`config.mk`:
```
export PLATFORM = sky130hd
export DESIGN_NAME = alu_issue_stage_flat
export DESIGN_NICKNAME = d
export VERILOG_FILES = /design/src/rtl/alu_issue_stage_if.sv /design/src/rtl/alu_issue_stage.sv /design/src/flat_wrapper.sv
export SDC_FILE = /design/constraint.sdc
export NUM_CORES = 1
export LEC_CHECK = 0
export CORE_UTILIZATION = 48
export CTS_CLUSTER_DIAMETER = 60
export DETAILED_ROUTE_END_ITERATION = 16
export HOLD_SLACK_MARGIN = 0.1
export MAX_ROUTING_LAYER = met4
export PLACE_DENSITY_LB_ADDON = 0.2
export SYNTH_ARGS = -nofsm -noshare
export SYNTH_HDL_FRONTEND = slang
export SYNTH_SLANG_ARGS = --single-unit
```
`constraint.sdc`:
```
create_clock -name clk -period 1.8 [get_ports clk]
set_input_delay 0.54 -clock clk [delete_from_list [all_inputs] [get_ports clk]]
set_output_delay 0.54 -clock clk [all_outputs]
set_load 0.02 [all_outputs]
```
`src/rtl/alu_issue_stage_if.sv`:
```
// Instruction, ALU and writeback signals of the issue stage; slave side is the stage itself.
// zero_flag exists only when ZERO_FLAG_EN is defined.
interface alu_issue_stage_if #(
  parameter int DW = 4,
  parameter int AW = 3
);
  localparam int IW = 4 + 3*AW + DW;

  logic          instr_valid;
  logic          instr_ready;
  logic [IW-1:0] instr;
  logic [DW-1:0] alu_a;
  logic [DW-1:0] alu_b;
  logic [2:0]    alu_f;
  logic [DW-1:0] alu_y;
  logic          wb_done;
  logic [AW-1:0] wb_addr;
  logic [DW-1:0] wb_data;
  logic          busy;
`ifdef ZERO_FLAG_EN
  logic          zero_flag;
`endif

  modport slave (
    input  instr_valid, instr, alu_y,
    output instr_ready, alu_a, alu_b, alu_f, wb_done, wb_addr, wb_data, busy
`ifdef ZERO_FLAG_EN
    , output zero_flag
`endif
  );

  modport master (
    output instr_valid, instr, alu_y,
    input  instr_ready, alu_a, alu_b, alu_f, wb_done, wb_addr, wb_data, busy
`ifdef ZERO_FLAG_EN
    , input zero_flag
`endif
  );
endinterface

```
`src/rtl/alu_issue_stage.sv`:
```
// Serial decode/issue stage: reads operands from a local register file, drives the ALU and writes back.
// Defining ZERO_FLAG_EN adds a zero_flag output updated at the end of each writeback.
module alu_issue_stage #(
  parameter int DW = 4,
  parameter int AW = 3
) (
  input  logic             clk,
  input  logic             reset,
  alu_issue_stage_if.slave bus
);
  localparam int NR = 1 << AW;

  typedef enum logic [1:0] {
    IDLE = 2'd0,
    EXEC = 2'd1,
    WB   = 2'd2
  } state_t;

  state_t        state_q, state_d;
  logic [DW-1:0] rf_q [NR];
  logic [DW-1:0] rf_d [NR];
  logic [DW-1:0] alu_a_q, alu_a_d;
  logic [DW-1:0] alu_b_q, alu_b_d;
  logic [2:0]    alu_f_q, alu_f_d;
  logic [AW-1:0] dst_q, dst_d;
  logic [AW-1:0] wb_addr_q, wb_addr_d;
  logic [DW-1:0] wb_data_q, wb_data_d;
`ifdef ZERO_FLAG_EN
  logic          zero_q, zero_d;
`endif

  logic [2:0]    op;
  logic          imm_sel;
  logic [AW-1:0] dst;
  logic [AW-1:0] ra;
  logic [AW-1:0] rb;
  logic [DW-1:0] imm;
  logic          accept;

  assign {op, imm_sel, dst, ra, rb, imm} = bus.instr;
  assign accept = bus.instr_valid && (state_q == IDLE);

  always_comb begin
    state_d   = state_q;
    rf_d      = rf_q;
    alu_a_d   = alu_a_q;
    alu_b_d   = alu_b_q;
    alu_f_d   = alu_f_q;
    dst_d     = dst_q;
    wb_addr_d = wb_addr_q;
    wb_data_d = wb_data_q;
`ifdef ZERO_FLAG_EN
    zero_d    = zero_q;
`endif
    case (state_q)
      IDLE: begin
        // Writes only happen in WB, so operands here always see settled state.
        if (accept) begin
          state_d = EXEC;
          alu_a_d = rf_q[ra];
          alu_b_d = imm_sel ? imm : rf_q[rb];
          alu_f_d = op;
          dst_d   = dst;
        end
      end
      EXEC: begin
        state_d   = WB;
        wb_data_d = bus.alu_y;
        wb_addr_d = dst_q;
      end
      WB: begin
        state_d            = IDLE;
        rf_d[wb_addr_q]    = wb_data_q;
`ifdef ZERO_FLAG_EN
        zero_d             = (wb_data_q == '0);
`endif
      end
      default: state_d = IDLE;
    endcase
  end

  always_ff @(posedge clk or posedge reset) begin
    if (reset) begin
      state_q   <= IDLE;
      alu_a_q   <= '0;
      alu_b_q   <= '0;
      alu_f_q   <= '0;
      dst_q     <= '0;
      wb_addr_q <= '0;
      wb_data_q <= '0;
`ifdef ZERO_FLAG_EN
      zero_q    <= 1'b0;
`endif
      for (int i = 0; i < NR; i++) rf_q[i] <= '0;
    end else begin
      state_q   <= state_d;
      alu_a_q   <= alu_a_d;
      alu_b_q   <= alu_b_d;
      alu_f_q   <= alu_f_d;
      dst_q     <= dst_d;
      wb_addr_q <= wb_addr_d;
      wb_data_q <= wb_data_d;
`ifdef ZERO_FLAG_EN
      zero_q    <= zero_d;
`endif
      rf_q      <= rf_d;
    end
  end

  assign bus.instr_ready = (state_q == IDLE);
  assign bus.busy        = (state_q != IDLE);
  assign bus.wb_done     = (state_q == WB);
  assign bus.alu_a       = alu_a_q;
  assign bus.alu_b       = alu_b_q;
  assign bus.alu_f       = alu_f_q;
  assign bus.wb_addr     = wb_addr_q;
  assign bus.wb_data     = wb_data_q;
`ifdef ZERO_FLAG_EN
  assign bus.zero_flag   = zero_q;
`endif

endmodule

```
`src/flat_wrapper.sv`:
```
// flat-port wrapper written by rule: the top's interface ports become plain ports
module alu_issue_stage_flat 
#(
  parameter int DW = 4,
  parameter int AW = 3
)
  (clk, reset, bus_instr_valid, bus_instr, bus_alu_y, bus_instr_ready, bus_alu_a, bus_alu_b, bus_alu_f, bus_wb_done, bus_wb_addr, bus_wb_data, bus_busy);
  alu_issue_stage_if #(.DW(DW), .AW(AW)) bus_i ();
  input  logic clk;
  input  logic reset;
  input wire logic [$bits(bus_i.instr_valid)-1:0] bus_instr_valid;
  input wire logic [$bits(bus_i.instr)-1:0] bus_instr;
  input wire logic [$bits(bus_i.alu_y)-1:0] bus_alu_y;
  output wire logic [$bits(bus_i.instr_ready)-1:0] bus_instr_ready;
  output wire logic [$bits(bus_i.alu_a)-1:0] bus_alu_a;
  output wire logic [$bits(bus_i.alu_b)-1:0] bus_alu_b;
  output wire logic [$bits(bus_i.alu_f)-1:0] bus_alu_f;
  output wire logic [$bits(bus_i.wb_done)-1:0] bus_wb_done;
  output wire logic [$bits(bus_i.wb_addr)-1:0] bus_wb_addr;
  output wire logic [$bits(bus_i.wb_data)-1:0] bus_wb_data;
  output wire logic [$bits(bus_i.busy)-1:0] bus_busy;
  assign bus_i.instr_valid = bus_instr_valid;
  assign bus_i.instr = bus_instr;
  assign bus_i.alu_y = bus_alu_y;
  assign bus_instr_ready = bus_i.instr_ready;
  assign bus_alu_a = bus_i.alu_a;
  assign bus_alu_b = bus_i.alu_b;
  assign bus_alu_f = bus_i.alu_f;
  assign bus_wb_done = bus_i.wb_done;
  assign bus_wb_addr = bus_i.wb_addr;
  assign bus_wb_data = bus_i.wb_data;
  assign bus_busy = bus_i.busy;
  alu_issue_stage #(.DW(DW), .AW(AW)) u_core (.clk(clk), .reset(reset), .bus(bus_i));
endmodule
```
* Word-level counts from Yosys, hierarchy flattened
Index checks and enable logic that the tools add are counted.
Widths: inputs -> output; s select.
** Storage, ports and cells
- Register bits after elaboration :: 55
- Input bits :: 24
** Operators by class
- Bitwise logic cells :: 3
- Reductions and logical operators :: 5
- Order comparisons :: 4
- Equal/unequal tests :: 3
- Mux-type cells :: 12
** Operator list (count)
- $bwmux 32 :: 1
- $bmux 4 s3 :: 2
- $mux 4 :: 6
- $demux 4 s3 :: 1
- $ge 4x4->1 const B :: 3
- $not 3->4 :: 3
- $lt 4x1->1 const B :: 1
- $pmux 2 s2 :: 1
- $eq 2x1->1 const B :: 1
- $eq 2x2->1 const B :: 1
- $logic_and 1x1->1 :: 2
- $logic_not 2->1 :: 1
- $mux 2 :: 1
- $ne 2x1->1 const B :: 1
- $reduce_and 2->1 :: 1
- $reduce_bool 2->1 :: 1

* Logic depth before layout (Yosys ltp)
- Depth after elaboration :: 6
- Mapped depth :: 5
- Depth with buffers taken out :: 3

* Least setup slack after synthesis
OpenSTA, ideal clock, no wires.
- Path kind :: input -> register
- Start point :: in bus_instr[4]
- End point :: reg u_core.alu_b_q[3] (netlist: u_core.bus.alu_b[3])
- Setup time :: 0.141 ns
- Path slack :: 0.109 ns
- Path buffers :: 2
- Arrival time :: 1.550 ns
- Cell stages on the path :: 5
- Cell sequence :: buf_2 > buf_6 > mux2_1 > a222oi_1 > a31oi_1
** Between the ends
- Cells in the longest elaborated chain, start to end :: 5
** Ends and longest elaborated chain
- start, declared :: RTL line flat_wrapper.sv:12 : input wire logic [$bits(bus_i.instr)-1:0] bus_instr;
- $not 3->4 (implied by the code) :: RTL line alu_issue_stage.sv:61 : alu_b_d = imm_sel ? imm : rf_q[rb];
- $bmux 4 s3 :: RTL line alu_issue_stage.sv:61
- $mux 4 (implied by the code) (2 in a row) :: RTL line alu_issue_stage.sv:61
- $mux 4 :: RTL line alu_issue_stage.sv:61
- end signal, assigned :: RTL line alu_issue_stage.sv:98 : alu_b_q <= alu_b_d;
- end, declared :: RTL line alu_issue_stage.sv:23 : logic [DW-1:0] alu_b_q, alu_b_d;
Every way passes these cells. The select of a mux whose other input is x is not followed.
A chain may end at the register's enable or synchronous reset.

* Worst setup path after layout
- Start point :: reg u_core.state_q[1]
- End point :: out bus_instr_ready
** Between the ends
- Cells in the longest elaborated chain, start to end :: 1
** Ends and longest elaborated chain
- start, declared :: RTL line alu_issue_stage.sv:19 : state_t state_q, state_d;
- start signal, assigned :: RTL line alu_issue_stage.sv:96 : state_q <= state_d;
- $logic_not 2->1 :: RTL line alu_issue_stage.sv:110 : assign bus.instr_ready = (state_q == IDLE);
- end, declared :: RTL line flat_wrapper.sv:14 : output wire logic [$bits(bus_i.instr_ready)-1:0] bus_instr_ready;
Every way passes these cells.

==> impl_metrics.yaml <==
outcome:
  outcome: "finished clean"
pwr:
  pwr-share-seq: 0.449
  peakVddDrop_mv: 0.689
  p_sw_mw: 1.63
  p_int_mw: 3.19
  powerDensity_nw_per_um2: 1350
  pwr-share-comb: 0.374
  clkPwrFrac: 0.178
  sw_frac_of_total: 0.338
  p_leak_nw: 1.65
final_layout:
  num-nets-final: 291
  mostFrequentLayoutCells: "dfrtp_1, mux2_1, clkdlybuf4s50_1, buf_4, mux2i_1"
  syn2layout_area_growth_pct: 31.0
  antenna_cells: 0
  stdcell_area_um2: 3560
  fin_cells: 340
  final_common_cell: "dfrtp_1"
  drive_gt1_frac: 0.250
grt:
  grt_usage: 0.211
  grt_max_degree: 26
  overflow: 0
  grt_pass1_wl_mm: 9.25
  antenna_found_initial: 0
  first_global_vias: 1806
sta:
  setup_viol: 0
  rsz0062_at_grt: "no"
  hold_viol: 0
  worst_pin_slew_ns: 0.382
  relSlewSlack: 0.745
  drv_slew: 0
  skew_ns: 0.00891
  period_needed_ns: 1.74
  period_share: 0.967
  fmax_mhz: 574
min_path:
  hold_class: "reg -> reg"
yosys:
  syn_inst: 196
  synth_warnings: 0
  synth_cell_types: 26
  synth.yosys.seq_area_share: 0.506
  ys_ff_latch: 55
  syn-cell-area_um2: 2720
  synth_fp_nets: 220
  syn_avg_cell_area_um2: 13.9
route:
  first_pass_iters: 4
  ant_nets: 0
  totalWireLength_mm: 5.81
  viasPerCell: 5.41
  drc_errors: 0
  num_vias: 1840
  drtIter0Drc: 136
  wl_per_cell_um: 17.1
setup_path:
  path_class: "reg -> out"
  endpoint_kind: "output pin"
  cp-start-kind: "flop"
  cp_max_fo: 3
  critPathArrivalTime_ns: 1.20
  cp.required_ns: 1.26
placement:
  dp_hpwl_mm: 4.35
  placedCellCount: 328
  gp_congestion: 0.806
  placed_cell_area_um2: 3430
  port_buffers: 44
clocking:
  hold_buffers: 0
  htree_num_levels: 2
  cts_sinks: 55
  clk_pin_slew_worst_paths_ns: 0.10
  cts_buffer_depth: 2
  cts_tree: "yes"
  numCtsBuffers: 5
  clkLatencyLatePin_ns: 0.31
  clock-root-buffer: "clkbuf_8"
die:
  die_area_um2: 5970
  die_x_um: 77.3
  pin_count: 45
  die_h_um: 77.3
  start_util: 0.497
  row_count: 27
  fp.coreArea_um2: 5470
job:
  cap_violations: 0
## cells in the mapped netlist
library cell / count / area share
buf_6: 2 / 0.0083
a31oi_1: 4 / 0.0092
buf_4: 1 / 0.0028
buf_2: 2 / 0.0037
mux2_1: 43 / 0.18
inv_2: 1 / 0.0014
mux2i_1: 20 / 0.074
nand2b_1: 5 / 0.012
nor3b_1: 1 / 0.0028
mux2_2: 18 / 0.075
clkbuf_1: 2 / 0.0028
nor2b_1: 3 / 0.0069
buf_12: 1 / 0.0074
a222oi_1: 4 / 0.015
dfrtp_1: 55 / 0.51
and3_1: 1 / 0.0023
nor2_1: 3 / 0.0041
nand2_1: 6 / 0.0083
nand3b_1: 3 / 0.0083
nand3_1: 5 / 0.0092
inv_1: 3 / 0.0041
o21ai_1: 4 / 0.0074
nor3b_2: 3 / 0.014
or3b_1: 1 / 0.0032
or2_2: 1 / 0.0023
mux4_2: 4 / 0.033
## worst max-delay path, cell delays in order (launching register included)
cell	delay, ns
dfrtp_1	0.40
or2_2	0.30
inv_1	0.05
buf_2	0.15
## power groups by stage
stage / sequential (mW) / clock (mW) / combinational [mW]
floorplan: 2.29 / 0 / 0.947
global placement: 2.17 / 0 / 1.87
detailed placement: 2.19 / 0 / 1.91
CTS: 2.16 / 0.881 / 1.81
global route: 2.22 / 0.922 / 1.96
finish: 2.16 / 0.858 / 1.80
## worst paths after layout
check	cells after the start	start	end	slack (ns)
setup / recovery	3	u_core.state_q[1]	bus_instr_ready	0.06
hold / removal	2	u_core.bus.alu_a[1]	u_core.bus.alu_a[1]	0.49
setup reg to reg	4	u_core.state_q[0]	u_core.rf_q[24]	0.16
hold reg to reg	2	u_core.bus.alu_a[1]	u_core.bus.alu_a[1]	0.49
max in group asynchronous	3	reset	u_core.bus.alu_a[0]	0.83
min in group asynchronous	2	reset	u_core.rf_q[21]	0.54
## layout make-up
type / count / area (µm²)
Fill cell: 441 / 1910
Sequential cell: 55 / 1380
Multi-Input combinational cell: 129 / 1260
Timing Repair Buffer: 72 / 696
Tap cell: 72 / 90.1
Clock buffer: 6 / 82.6
Clock inverter: 2 / 38.8
Inverter: 4 / 18.8
## routing by layer
layer  global-route usage  vias up  wire length [µm]
li1                     -      864                 -
met1                0.282      931              2660
met2                0.325       39              2900
met4               0.0623        0                58
met5                    -        -                 0
met3               0.0429        6               191
## metrics by stage
stage / setup slack (ns) / power, mW / setup TNS, ns / utilization / hold slack, ns
final: 0.0589 / 4.82 / 0 / 0.651 / 0.488
after global routing: 0.00251 / 5.11 / 0 / 0.651 / 0.513
after CTS: 0.00304 / 4.84 / 0 / 0.644 / 0.495
after detailed placement: -0.323 / 4.10 / -3.54 / 0.626 / 0.476
after global placement: -0.327 / 4.04 / -3.28 / 0.626 / 0.468
after floorplan: 0.109 / 3.24 / 0 / - / 0.460
## registers in the layout, summed over array words and instances (netlist names)
name,flops
u_core.bus.alu_f,3
u_core.dst_q,3
u_core.bus.alu_b,4
u_core.bus.wb_addr,3
u_core.state_q,2
u_core.rf_q,32
u_core.bus.wb_data,4
u_core.bus.alu_a,4
## repair_timing
item                                    in CTS  in global routing
gates resized for setup                     30                  1
setup buffers                                2                  1
pin swaps                                    0                  2
gates cloned                                 0                  1
endpoints found under the setup margin      23                  4
## kinds of logic (layout without fill, tap and decap cells)
| kind of cell | after synthesis | count (layout) | share of synthesized area |
|---|---|---|---|
| DFF | 55 | 55 | 0.506 |
| and+or+nand+nor | 32 | 32 | 0.0727 |
| buffers and inverters | 12 | 84 | 0.0304 |
| muxes | 85 | 85 | 0.359 |
| AOI/OAI and AO/OA | 12 | 12 | 0.0313 |
Note: power is estimated with default switching activity, not from simulation.
